$ cat config.mk
export PLATFORM = sky130hd
export DESIGN_NAME = if_fetch_controller
export DESIGN_NICKNAME = d
export VERILOG_FILES = /design/src/rtl/if_fetch_controller.sv
export SDC_FILE = /design/constraint.sdc
export NUM_CORES = 1
export LEC_CHECK = 0
export ABC_AREA = 1
export BUFFER_PORTS_ARGS = -buffer_cell sky130_fd_sc_hd__buf_2
export CORE_ASPECT_RATIO = 0.6
export CORE_MARGIN = 2
export CORE_UTILIZATION = 36
export CTS_CLUSTER_SIZE = 14
export DETAILED_ROUTE_END_ITERATION = 8
export SYNTH_ARGS = -nofsm -noshare
export SYNTH_HDL_FRONTEND = slang
export SYNTH_SLANG_ARGS = --single-unit
$ cat constraint.sdc
create_clock -name clk -period 2.95 [get_ports clk]
set_input_delay 0.7375 -clock clk [delete_from_list [all_inputs] [get_ports clk]]
set_output_delay 0.7375 -clock clk [all_outputs]
set_load 0.01 [all_outputs]
$ cat src/rtl/if_fetch_controller.sv
// IF-stage sequencing controller: instruction-memory wait countdown, hazard freeze,
// branch redirect with queuing while the MEM stage owns the shared SRAM port.
module if_fetch_controller #(
  parameter int unsigned IMEM_WAIT = 2,
  parameter int unsigned CNT_W     = 4,
  parameter int unsigned STALL_W   = 16
) (
  input  logic               clk,
  input  logic               rst,
  input  logic               hazard_in,
  input  logic               mem_stall_in,
  input  logic               branch_taken_in,
  input  logic [31:0]        branch_addr_in,
  output logic               freeze_out,
  output logic               flush_out,
  output logic               branch_taken_out,
  output logic [31:0]        branch_addr_out,
  output logic               fetch_valid_out,
  output logic [STALL_W-1:0] stall_count_out
);

  localparam logic [CNT_W-1:0] WaitInit = CNT_W'(IMEM_WAIT);

  logic [CNT_W-1:0]   wait_cnt_q, wait_cnt_d;
  logic               pend_valid_q, pend_valid_d;
  logic [31:0]        pend_addr_q, pend_addr_d;
  logic [STALL_W-1:0] stall_cnt_q, stall_cnt_d;

  logic        redirect_req;
  logic [31:0] redirect_addr;
  logic        do_redirect;
  logic        freeze;
  logic        fetch_valid;

  always_comb begin
    redirect_req  = pend_valid_q | branch_taken_in;
    redirect_addr = pend_valid_q ? pend_addr_q : branch_addr_in;
    // MEM ownership of the port beats a redirect; a redirect beats a hazard.
    do_redirect   = rst & redirect_req & ~mem_stall_in;
    freeze        = ~rst |
                    (~do_redirect & (mem_stall_in | hazard_in | (wait_cnt_q != '0)));
    fetch_valid   = rst & ~freeze & ~do_redirect;

    freeze_out       = freeze;
    flush_out        = do_redirect;
    branch_taken_out = do_redirect;
    branch_addr_out  = do_redirect ? redirect_addr : 32'd0;
    fetch_valid_out  = fetch_valid;
    stall_count_out  = stall_cnt_q;
  end

  always_comb begin
    wait_cnt_d   = wait_cnt_q;
    pend_valid_d = pend_valid_q;
    pend_addr_d  = pend_addr_q;
    stall_cnt_d  = stall_cnt_q;

    if (do_redirect || fetch_valid) begin
      wait_cnt_d = WaitInit;
    end else if ((wait_cnt_q != '0) && !mem_stall_in) begin
      wait_cnt_d = wait_cnt_q - CNT_W'(1);
    end

    // Oldest branch wins; any branch arriving while one is queued is wrong-path.
    if (do_redirect) begin
      pend_valid_d = 1'b0;
    end else if (branch_taken_in && mem_stall_in && !pend_valid_q) begin
      pend_valid_d = 1'b1;
      pend_addr_d  = branch_addr_in;
    end

    if (freeze && (stall_cnt_q != '1)) begin
      stall_cnt_d = stall_cnt_q + STALL_W'(1);
    end
  end

  always_ff @(posedge clk or negedge rst) begin
    if (!rst) begin
      wait_cnt_q   <= WaitInit;
      pend_valid_q <= 1'b0;
      pend_addr_q  <= 32'd0;
      stall_cnt_q  <= '0;
    end else begin
      wait_cnt_q   <= wait_cnt_d;
      pend_valid_q <= pend_valid_d;
      pend_addr_q  <= pend_addr_d;
      stall_cnt_q  <= stall_cnt_d;
    end
  end

endmodule

Word level (Yosys, flattened, before mapping):

Index checks and enable logic that the tools add are counted.

* reductions and logical operators: 11
* equality and inequality tests: 1
* add/sub/neg operators: 2
* bitwise operators: 13
* muxes and demuxes: 6

Operators with widths (number)
* $mux W32: 2
* $add A16 B1 Y16 const B: 1
* $ne A16 B16 Y1 const B: 1
* $mux W4: 2
* $and A1 B1 Y1: 5
* $logic_and A1 B1 Y1: 4
* $not A1 Y1: 4
* $or A1 B1 Y1: 4
* $reduce_bool A2 Y1: 2
* $reduce_bool A4 Y1: 1
* $sub A4 B1 Y4 const B: 1
* $logic_not A1 Y1: 2
* $mux W1: 2
* $reduce_and A2 Y1: 1
* $logic_or A1 B1 Y1: 1

* output and inout port bits: 52
* bits in registers: 53
* input port bits: 37
* word-level logic and storage cells: 37

Longest topological paths before layout:

Gate-level depths: netlist of run 1.

* word-level depth: 11
* mapped depth: 10
* depth with buffers taken out: 9

Worst setup path before layout of run 1:

Ideal clock, no wire load.

* kind: in2out
* start: input rst
* end: output branch_addr_out[10]
* stages: 5
* path slack: 0.752 ns
* arrival: 1.460 ns
* buffers on the path: 1
* path through: inv_1 -> nor2_1 -> o21ai_2 -> clkbuf_1 -> nor2_1

* longest elaborated chain between the ends: 3

RTL lines
* start, declared: RTL line 9 `input logic rst,`
* $and A1 B1 Y1 (2 in series): RTL line 39 `do_redirect = rst & redirect_req & ~mem_stall_in;`
* $mux W32: RTL line 47 `branch_addr_out = do_redirect ? redirect_addr : 32'd0;`
* end, declared: RTL line 17 `output logic [31:0] branch_addr_out,`

No other way between the ends.

Final worst setup path of run 1:

* start: register pend_valid_q
* end: output branch_addr_out[1]

* longest elaborated chain between the ends: 4
* elaborated cells on any way between the ends: 5
* those cells by class: mux: 2; bitwise: 3

RTL lines
* start, declared: RTL line 25 `logic pend_valid_q, pend_valid_d;`
* start signal, assigned: RTL line 85 `pend_valid_q <= pend_valid_d;`
* $or A1 B1 Y1: RTL line 36 `redirect_req = pend_valid_q | branch_taken_in;`
* $and A1 B1 Y1 (2 in series): RTL line 39
* $mux W32 *: RTL line 47

Every way passes the cells marked *; elsewhere a longest branch is shown, timed or not.

==> results of run 1 <==
[kinds of logic (layout without fill, tap and decap cells)]
group | count (synthesis) | in the layout | synth area share
buf+inv | 71 | 153 | 0.09341
xor+xnor | 7 | 7 | 0.02043
compound gates | 74 | 74 | 0.1255
fa+ha+maj | 2 | 2 | 0.008339
simple gates | 227 | 227 | 0.3098
flops | 53 | 53 | 0.4425
[placed cells by master, fill, tap and decap left out, drive strengths merged, types with 2 or more instances in the layout]
master and instances:
dfrtp 52, a21oi 37, xor2 3, nand2 119
inv 51, nand3 12, clkinv 2, buf 93
xnor2 4, nand4 6, clkbuf 6, ha 2
o21ai 36, nor2 90
[layer usage]
layer	track usage	vias to the layer above	part of all wire
met4	0.04215	0	0.010
met2	0.2241	75	0.40
li1	-	1514	-
met3	0.03561	7	0.060
met1	0.2546	1247	0.53
met5	0	-	0
[critical path, cell delays in order (launching register included)]
cell and delay [ps]:
sky130_fd_sc_hd__dfrtp_2 640, sky130_fd_sc_hd__buf_4 460, sky130_fd_sc_hd__nor2_1 90, sky130_fd_sc_hd__a21oi_1 170
sky130_fd_sc_hd__nor2_1 50, sky130_fd_sc_hd__buf_2 130
[worst paths after layout]
kind | slack (ps) | start | to
max | 360 | pend_valid_q$_DFFE_PN0P_ | branch_addr_out[1]
min | 490 | pend_addr_q[18]$_DFFE_PN0P_ | pend_addr_q[18]$_DFFE_PN0P_
max reg2reg | 800 | pend_valid_q$_DFFE_PN0P_ | pend_addr_q[20]$_DFFE_PN0P_
min reg2reg | 490 | pend_addr_q[18]$_DFFE_PN0P_ | pend_addr_q[18]$_DFFE_PN0P_
max in group asynchronous | 1850 | rst | pend_valid_q$_DFFE_PN0P_
min in group asynchronous | 580 | rst | stall_count_out[2]$_DFFE_PN0P_
[layout make-up]
cell class                      instances  area (sq um)  share of cell area
Clock buffer                            6         128.9             0.03477
Clock inverter                          2         35.03            0.009453
Inverter                               52         195.2             0.05267
Multi-Input combinational cell        310          1393              0.3758
Sequential cell                        53          1329              0.3585
Tap cell                              108         135.1             0.03646
Timing Repair Buffer                   93         490.5              0.1323
[stage by stage]
step | setup slack, ps | std cells | area (sq um)
finish | 357.6 | 624 | 3706
detailed placement | 475.1 | 616 | 3542
floorplan | 752.4 | 434 | 3000
global placement | 477.4 | 616 | 3542
global route | 176.1 | 624 | 3706
CTS | 341.9 | 624 | 3706
[sequential cells by signal (all words and copies together) (netlist names)]
register,count
pend_addr_q,32
stall_count_out,16
wait_cnt_q,4
pend_valid_q,1
[power groups by stage]
stage	Combinational (mW)	Sequential, mW	Clock, mW
global route	0.993	1.23	0.712
floorplan	0.644	1.14	0
global placement	0.857	1.19	0
detailed placement	0.871	1.20	0
CTS	0.871	1.19	0.684
finish	0.858	1.19	0.664
==> impl_metrics.csv, run 1 <==
group,metric,value,unit
run_status,outcome,"completed",
floorplan,floorplan.die.height,74.72,um
logic_synthesis,synth-edff-count,0,
cells_and_area,postLayoutCoreUtil,0.4646,
placed_design,gp_routability_congestion,0.8929,
cells_and_area,share_of_final_layout_standard_cells_stronger_than_drive_strength_1,0.2229,
logic_synthesis,synth_cell_type_count,26,
critical_path,worstSetupEndpointType,"output port",
cts,clock_sink_count,53,
timing,worst_slew_pin_slew,699.4,ps
critical_path,rr_worst_depth,5,
pwr,swShare,0.3627,
critical_path,crit_fanout,44,
floorplan,die_w,121.9,um
cts,cts.reportedPaths.clkPinSlew,70,ps
detailed_routing,count_of_vias_placed_by_the_detailed_router,2843,
pwr,post-layout-total-power,2.709,mW
critical_path,worstPathRequired,2210,ps
logic_synthesis,synth_common_cells,"sky130_fd_sc_hd__nand2_1 (116), sky130_fd_sc_hd__nor2_1 (86), sky130_fd_sc_hd__dfrtp_1 (52), sky130_fd_sc_hd__inv_1 (47), sky130_fd_sc_hd__a21oi_1 (37)",
pwr,sequentialPowerShare,0.438,
cts,worst_skew_pair.late_latency,290,ps
detailed_routing,drcViolationCount,0,
floorplan,start_util,0.3762,
pwr,internal_power,1.726,mW
timing,timing.final.hold_violations,0,
timing,setup_repair_after_global_routing_missed_its_margin,"no",
grt,gr-usage-all-layers,0.1625,
pwr,power_leakage,2.029,nW
pwr,power.switching,0.9825,mW
detailed_routing,detail_route.wirelength,7.313,mm
cts,tritoncts.num_buffers,5,
pwr,share_clk_of_total_power,0.245,
timing,share_of_the_cycle_needed_by_the_critical_path_after_routing,0.8788,
cells_and_area,syn_to_final_growth,23.52,%
timing,final.setup.tns,0,ps
placed_design,detailedPlacementHpwl,5.343,mm
grt,grt_antenna_before_repair,0,
timing,hold_slack,485.9,ps
detailed_routing,vias_per_cell,4.556,
critical_path,crit_arrival,1850,ps
logic_synthesis,synth_warnings,0,
placed_design,io_buffers,88,
logic_synthesis,async_reset_ff_frac,1.000,
timing,number_of_setup_violations_in_the_final_report,0,
worst_hold_path,hold_crit_depth,2,
logic_synthesis,avgSynthCellArea,6.913,sq um
floorplan,fp.coreArea,0.007976,sq mm
floorplan,die-area,0.009105,sq mm
flow_run,max_cap_violations,0,
grt,via_count_of_the_first_global_routing_pass,2285,
floorplan,rows,25,
logic_synthesis,syn-num-nets,473,
cts,post_cts_buffers,0,
timing,fmax,385.7,MHz
timing,final.min_clock_period,2592,ps
cts,post_cts_hold_buffer_count,0,
timing,slew-limit-headroom,0.5338,
cells_and_area,filler_cell_count_in_the_final_layout,836,
logic_synthesis,syn_inst,434,
cts,root_buffer,"sky130_fd_sc_hd__clkbuf_16",
logic_synthesis,synthFlopType,"sky130_fd_sc_hd__dfrtp_1",
pwr,power_density,730.8,mW/mm^2
cts,resize_count_post_cts,0,
grt,globalRouteOverflowTotal,0,
timing,final-max-slew-violation-count,0,
cells_and_area,final_net_count,554,
logic_synthesis,ys_seq_elements,53,
cells_and_area,num_antenna_cells,0,
logic_synthesis,synthDominantCellAreaShare,0.4337,
detailed_routing,drtIter0Drc,196,
cts,h-tree-depth,2,
timing,fin_worst_skew,5.412,ps
worst_hold_path,timing.hold.worst.class,"reg -> reg",
cts,tritoncts,"built",
logic_synthesis,synth_sequential_area_ratio,0.4425,
cts,max-clock-path-buffers,2,
detailed_routing,dr.pass1.iters,4,
detailed_routing,routedWlPerCell,11.72,um
logic_synthesis,synthesis.area,0.003000,sq mm
logic_synthesis,synth.most_common_cell,"sky130_fd_sc_hd__nand2_1",
critical_path,timing.critical_path.from_type,"flop",
detailed_routing,final_antenna_net_count,0,
grt,global_route_wire_length_before_repair,11.47,mm
floorplan,floorplan.io_pins,89,
grt,maximum_number_of_pins_on_one_net_before_global_route_repair,61,
pwr,vdd.ir_drop.worst,0.3230,mV
logic_synthesis,synthTopCellsByArea,"sky130_fd_sc_hd__dfrtp_1 (43%), sky130_fd_sc_hd__nand2_1 (15%), sky130_fd_sc_hd__nor2_1 (11%)",
pwr,pwr-share-comb,0.317,
logic_synthesis,synthDominantAreaCellType,"sky130_fd_sc_hd__dfrtp_1",
critical_path,critical_path_class,"reg -> out",
Power figures use the tool's default switching activity.
==> run 2: changes to the inputs <==
- CORE_UTILIZATION: 36 -> 53
- PLACE_DENSITY: default -> 0.82
==> run 2 against run 1 <==
Clock skew is 3.3 ps higher. Die area is 31% lower. Non-clock buffer count is 2 lower. Flip-flop and latch count stayed put. Largest cell class unchanged. Highest routed layer unchanged. Combinational power is 3.5% higher. Worst setup slack better by 21 ps. Power is 3.4% lower. Cell count is 6.6% lower. Global-route usage is 7.0 points higher.
==> impl_metrics.csv, run 2 (synthesized netlist as in run 1, its figures left out) <==
group,metric,value,unit
cts,h-tree-depth,2,
critical_path,critical_path_class,"in -> out",
critical_path,timing.critical_path.cells,"buf_2 -> inv_1 -> nor2_1 -> o21ai_2 -> buf_4 -> nor2_1 -> buf_2",
timing,final.min_clock_period,2571,ps
cts,post_cts_hold_buffer_count,0,
critical_path,worstPathRequired,2210,ps
floorplan,floorplan.io_pins,89,
grt,grt_antenna_before_repair,0,
grt,global_route_wire_length_before_repair,11.81,mm
flow_run,max_cap_violations,0,
detailed_routing,drcViolationCount,0,
detailed_routing,count_of_vias_placed_by_the_detailed_router,2903,
cells_and_area,share_of_final_layout_standard_cells_stronger_than_drive_strength_1,0.2218,
cts,tritoncts,"built",
floorplan,rows,21,
pwr,post-layout-total-power,2.615,mW
grt,via_count_of_the_first_global_routing_pass,2709,
cts,clock_sink_count,53,
critical_path,crit_fanout,31,
floorplan,start_util,0.5438,
worst_hold_path,timing.hold.worst.class,"reg -> reg",
placed_design,dp_slack,394.9,ps
grt,gr-usage-all-layers,0.2323,
cells_and_area,largest_register,"pend_addr_q",
placed_design,io_buffers,88,
detailed_routing,drtIter0Drc,194,
timing,timing.final.hold_violations,0,
floorplan,die_w,101.1,um
critical_path,timing.critical_path.from_type,"input pin",
cts,cts.reportedPaths.clkPinSlew,90,ps
cells_and_area,mostFrequentLayoutCells,"sky130_fd_sc_hd__nand2_1 (116), sky130_fd_sc_hd__buf_2 (88), sky130_fd_sc_hd__nor2_1 (86), sky130_fd_sc_hd__dfrtp_1 (51), sky130_fd_sc_hd__inv_1 (47)",
timing,final-max-slew-violation-count,0,
pwr,power_leakage,2.001,nW
detailed_routing,dr.pass1.iters,5,
pwr,power_density,726.5,mW/mm^2
cells_and_area,syn_to_final_growth,19.97,%
timing,fin_worst_skew,8.739,ps
critical_path,slowest_stage,"sky130_fd_sc_hd__buf_4",
timing,hold_slack,493.5,ps
cells_and_area,final_cell_area_excluding_filler_cells,0.003600,sq mm
timing,share_of_the_cycle_needed_by_the_critical_path_after_routing,0.8716,
floorplan,floorplan.die.height,62.28,um
cts,root_buffer,"sky130_fd_sc_hd__clkbuf_8",
cts,post_cts_buffers,0,
cells_and_area,num_antenna_cells,0,
cts,resize_count_post_cts,0,
critical_path,worstSetupEndpointType,"output port",
cts,worst_skew_pair.late_latency,300,ps
placed_design,detailedPlacementHpwl,5.115,mm
run_status,outcome,"completed",
detailed_routing,routedWlPerCell,11.94,um
cells_and_area,final_net_count,552,
timing,setup_repair_after_global_routing_missed_its_margin,"no",
timing,number_of_setup_violations_in_the_final_report,0,
timing,worst_slew_pin_slew,840.9,ps
timing,final.setup.worst_slack,378.8,ps
detailed_routing,detail_route.wirelength,6.963,mm
detailed_routing,vias_per_cell,4.979,
critical_path,crit_arrival,1830,ps
cts,tritoncts.num_buffers,5,
detailed_routing,final_antenna_net_count,0,
placed_design,dpl_cell_area,0.003466,sq mm
timing,fmax,388.9,MHz
grt,maximum_number_of_pins_on_one_net_before_global_route_repair,67,
cells_and_area,number_of_flip_flops_under_the_largest_register_name,32,
timing,slew-limit-headroom,0.4386,
floorplan,fp.coreArea,0.005518,sq mm
placed_design,gp_routability_congestion,0.9024,
timing,final.setup.tns,0,ps
critical_path,timing.critical_path.slowest_cell_delay,270,ps
cts,max-clock-path-buffers,2,
grt,globalRouteOverflowTotal,0,
cells_and_area,mostFrequentLayoutCell,"sky130_fd_sc_hd__nand2_1",
pwr,vdd.ir_drop.worst,0.3956,mV
floorplan,die-area,0.006299,sq mm
[run 2: changes by cell type in the layout (fill, tap and decap cells not counted), sizes merged]
cell	delta
buf	-2
bufinv	+1
clkbuf	-1
[run 2: final timing paths]
kind | startpoint | end | slack (ps) | cells past startpoint
max in group asynchronous | rst | pend_valid_q$_DFFE_PN0P_ | 1910 | 2
min in group asynchronous | rst | pend_addr_q[5]$_DFFE_PN0P_ | 580 | 2
setup reg to reg | pend_valid_q$_DFFE_PN0P_ | pend_addr_q[2]$_DFFE_PN0P_ | 870 | 4
setup / recovery | rst | branch_addr_out[11] | 380 | 7
hold reg to reg | pend_addr_q[10]$_DFFE_PN0P_ | pend_addr_q[10]$_DFFE_PN0P_ | 490 | 2
hold / removal | pend_addr_q[10]$_DFFE_PN0P_ | pend_addr_q[10]$_DFFE_PN0P_ | 490 | 2
[run 2: cell type report]
cell class	instances	area, sq um
fill	520	1918
multi-input combinational	310	1393
sequential	53	1329
timing repair buffer	91	462.9
inverter	52	195.2
tap	69	86.33
clock buffer	5	68.82
clock inverter	3	65.06
[run 2: power by group]
part           internal (mW)  switching [mW]  total, mW
clock                  0.337           0.232      0.568
sequential             0.976           0.183       1.16
combinational          0.345           0.543      0.888
total                   1.66           0.958       2.62
[run 2: worst max-delay path: cells and delay by family]
kind,cells,cell delay (ps)
AOI/OAI and AO/OA,1,140
buffers and inverters,4,590
and+or+nand+nor,2,370
[run 2: through the flow]
step / std cells / util
2_1_floorplan: 434 / -
3_3_place_gp: 575 / 0.6281
3_5_place_dp: 575 / 0.6281
4_1_cts: 583 / 0.6524
5_1_grt: 583 / 0.6524
6_report: 583 / 0.6524
[run 2: per-layer routing]
| layer | GRT usage | wire (um) | share of wire |
|---|---|---|---|
| met1 | 0.3424 | 3379 | 0.49 |
| met2 | 0.3543 | 3097 | 0.44 |
| met3 | 0.04730 | 439 | 0.063 |
| met4 | 0.05236 | 46 | 0.0066 |
| met5 | 0 | 0 | 0 |
==> run 3: changes to the inputs <==
- ABC_AREA: 1 -> default
- PLACE_DENSITY: 0.82 -> 0.83
==> run 3 against run 2 <==
Synthesized area down 6.3%. Combinational power is 15% lower. Utilization rose by 1.6 points. Flip-flop and latch count stayed put. Fmax shrank 4.3%. Global-route usage is 1.7 points lower. Final area down 5.7%. Critical endpoint is now branch_addr_out[23]. Highest routed layer unchanged.
==> impl_metrics.csv, run 3 <==
group,metric,value,unit
floorplan,rows,20,
cells_and_area,num_antenna_cells,0,
cts,post_cts_hold_buffer_count,0,
logic_synthesis,synth_cell_type_count,40,
detailed_routing,detail_route.wirelength,6.132,mm
pwr,share_clk_of_total_power,0.171,
critical_path,rrSetupSlack,760,ps
timing,fin_worst_skew,2.953,ps
logic_synthesis,syn-num-nets,284,
cts,resize_count_post_cts,0,
logic_synthesis,syn_inst,245,
timing,setup_repair_after_global_routing_missed_its_margin,"no",
floorplan,floorplan.io_pins,89,
logic_synthesis,ys_seq_elements,53,
worst_hold_path,timing.hold.worst.class,"in -> async",
logic_synthesis,synth.most_common_cell,"sky130_fd_sc_hd__dfrtp_1",
critical_path,setup.worst_path.start,"mem_stall_in",
grt,grt_antenna_before_repair,0,
critical_path,timing.critical_path.from_type,"input pin",
timing,final-max-slew-violation-count,0,
critical_path,worstSetupEndpointType,"output port",
floorplan,floorplan.die.height,60.41,um
timing,final.min_clock_period,2685,ps
logic_synthesis,synth-edff-count,0,
detailed_routing,dr.pass1.iters,4,
critical_path,path_depth,6,
critical_path,worstPathRequired,2210,ps
logic_synthesis,synthFlopType,"sky130_fd_sc_hd__dfrtp_1",
timing,final.setup.worst_slack,264.6,ps
pwr,internal_power,1.477,mW
grt,gr-usage-all-layers,0.2155,
detailed_routing,drcViolationCount,0,
run_status,outcome,"completed",
logic_synthesis,synth_common_cells,"sky130_fd_sc_hd__dfrtp_1 (52), sky130_fd_sc_hd__nor2_1 (35), sky130_fd_sc_hd__mux2_2 (32), sky130_fd_sc_hd__mux2i_1 (32), sky130_fd_sc_hd__xor2_1 (14)",
critical_path,slowest_stage,"sky130_fd_sc_hd__or2_2",
detailed_routing,routedWlPerCell,15.33,um
detailed_routing,met2RoutedLength,2.845,mm
logic_synthesis,synthDominantCellAreaShare,0.4630,
detailed_routing,final_antenna_net_count,0,
timing,number_of_setup_violations_in_the_final_report,0,
critical_path,r2r_end,"stall_count_out[1]$_DFFE_PN0P_",
floorplan,die_w,98.01,um
placed_design,dp_slack,263.8,ps
critical_path,critical_path_class,"in -> out",
logic_synthesis,synth_warnings,0,
detailed_routing,count_of_vias_placed_by_the_detailed_router,2156,
cells_and_area,syn_to_final_growth,20.79,%
cts,tritoncts.num_buffers,5,
critical_path,crit_arrival,1950,ps
logic_synthesis,avgSynthCellArea,11.47,sq um
timing,slew-limit-headroom,0.5856,
timing,timing.final.hold_violations,0,
cells_and_area,share_of_final_layout_standard_cells_stronger_than_drive_strength_1,0.4491,
timing,worst_slew_pin_slew,616.4,ps
detailed_routing,route.met3.wl,332,um
cts,worst_skew_pair.late_latency,300,ps
cells_and_area,number_of_flip_flops_under_the_largest_register_name,32,
cts,root_buffer,"sky130_fd_sc_hd__clkbuf_8",
floorplan,fp.coreArea,0.005080,sq mm
cells_and_area,mostFrequentLayoutCell,"sky130_fd_sc_hd__buf_2",
pwr,power.switching,0.7914,mW
critical_path,timing.critical_path.slowest_cell_delay,340,ps
pwr,power_leakage,1.663,nW
cts,h-tree-depth,2,
cells_and_area,mostFrequentLayoutCells,"sky130_fd_sc_hd__buf_2 (88), sky130_fd_sc_hd__dfrtp_1 (51), sky130_fd_sc_hd__nor2_1 (35), sky130_fd_sc_hd__mux2i_1 (32), sky130_fd_sc_hd__mux2_2 (32)",
critical_path,timing.critical_path.cells,"buf_2 -> nand2b_1 -> or2_2 -> buf_4 -> nor2_1 -> buf_2",
logic_synthesis,synthesis.area,0.002810,sq mm
placed_design,gp_routability_congestion,0.7391,
grt,via_count_of_the_first_global_routing_pass,2004,
placed_design,io_buffers,88,
critical_path,crit_fanout,29,
critical_path,path_delay_family,"simple AND/OR/NAND/NOR gates",
cts,clock_sink_count,53,
grt,maximum_number_of_pins_on_one_net_before_global_route_repair,47,
logic_synthesis,synthTopCellsByArea,"sky130_fd_sc_hd__dfrtp_1 (46%), sky130_fd_sc_hd__mux2_2 (13%), sky130_fd_sc_hd__mux2i_1 (11%)",
pwr,sequentialPowerShare,0.496,
timing,share_of_the_cycle_needed_by_the_critical_path_after_routing,0.9103,
detailed_routing,drtIter0Drc,69,
pwr,pwr-share-comb,0.333,
critical_path,timing.critical_path.mode_cell,"sky130_fd_sc_hd__buf_2",
pwr,power_density,668.1,mW/mm^2
cells_and_area,final_net_count,372,
critical_path,worstSetupEndpoint,"branch_addr_out[23]",
flow_run,max_cap_violations,0,
cts,max-clock-path-buffers,2,
detailed_routing,vias_per_cell,5.390,
cts,cts.reportedPaths.clkPinSlew,90,ps
logic_synthesis,synth_sequential_area_ratio,0.4724,
detailed_routing,route.top_layer_used,"met4",
pwr,vdd.ir_drop.worst,0.4219,mV
cells_and_area,largest_register,"pend_addr_q",
cts,post_cts_buffers,0,
placed_design,detailedPlacementHpwl,4.514,mm
floorplan,die-area,0.005920,sq mm
logic_synthesis,async_reset_ff_frac,1.000,
cts,tritoncts,"built",
critical_path,critical_path_buf_inv_count,3,
pwr,swShare,0.3490,
timing,final.setup.tns,0,ps
grt,global_route_wire_length_before_repair,9.811,mm
detailed_routing,route.layer.met1.wl,2.885,mm
critical_path,r2r_start,"stall_count_out[0]$_DFFE_PN0P_",
logic_synthesis,synthDominantAreaCellType,"sky130_fd_sc_hd__dfrtp_1",
timing,fmax,372.4,MHz
grt,globalRouteOverflowTotal,0,
critical_path,rr_worst_depth,6,
floorplan,start_util,0.5532,
## run 3: changes by cell type in the layout (fill, tap and decap cells not counted), moves of 6 or more
cell / before / now
sky130_fd_sc_hd__mux2i_1: 0 / 32
sky130_fd_sc_hd__nor2_1: 86 / 35
sky130_fd_sc_hd__nand3_1: 11 / 5
sky130_fd_sc_hd__mux2_2: 0 / 32
sky130_fd_sc_hd__inv_1: 47 / 7
sky130_fd_sc_hd__a21oi_1: 37 / 3
sky130_fd_sc_hd__xor2_1: 3 / 14
sky130_fd_sc_hd__nand2_1: 116 / 5
sky130_fd_sc_hd__nor4_2: 0 / 6
sky130_fd_sc_hd__o21ai_0: 32 / 2
## run 3: final cells by class
class | count | area [sq um]
fill | 405 | 1685
multi-input combinational | 170 | 1380
sequential | 53 | 1329
timing repair buffer | 95 | 493.0
tap | 66 | 82.58
clock buffer | 8 | 80.08
inverter | 8 | 30.03
## run 3: cells by family after synthesis
group | Yosys count | synth area share
buffers and inverters | 22 | 0.03651
flip-flops | 53 | 0.4724
XOR/XNOR | 16 | 0.04987
multiplexers | 65 | 0.2462
AO/OA/AOI/OAI | 7 | 0.01870
AND/OR/NAND/NOR | 80 | 0.1674
adder cells (fa/ha/maj) | 2 | 0.008903
## run 3: through the flow
stage / util / area [sq um] / total power, mW / hold WS (ps) / cells
floorplan: - / 2810 / 1.609 / 441.9 / 245
global placement: 0.6525 / 3314 / 1.838 / 486.0 / 392
detailed placement: 0.6525 / 3314 / 1.895 / 493.8 / 392
CTS: 0.6682 / 3395 / 2.285 / 384.5 / 400
global route: 0.6682 / 3395 / 2.426 / 388.0 / 400
finish: 0.6682 / 3395 / 2.268 / 390.0 / 400
## run 3: worst min path at each step
stage | start | end | cells past startpoint
after floorplan | rst | pend_addr_q[0]$_DFFE_PN0P_ | 0
after global placement | pend_addr_q[13]$_DFFE_PN0P_ | pend_addr_q[13]$_DFFE_PN0P_ | 1
after detailed placement | pend_addr_q[7]$_DFFE_PN0P_ | pend_addr_q[7]$_DFFE_PN0P_ | 1
after CTS | rst | pend_valid_q$_DFFE_PN0P_ | 2
after global routing | rst | pend_valid_q$_DFFE_PN0P_ | 2
final | rst | pend_valid_q$_DFFE_PN0P_ | 2
## run 3: power by group through the flow
stage / Clock, mW / Sequential (mW) / Combinational [mW]
floorplan: 0 / 1.13 / 0.479
global placement: 0 / 1.11 / 0.724
detailed placement: 0 / 1.13 / 0.761
CTS: 0.400 / 1.12 / 0.765
global route: 0.434 / 1.15 / 0.840
finish: 0.387 / 1.13 / 0.756
## run 3: routing by layer
metal | up-vias | track usage
li1 | 1031 | -
met1 | 1059 | 0.2911
met2 | 62 | 0.3542
met3 | 4 | 0.04954
met4 | 0 | 0.07540
met5 | - | 0
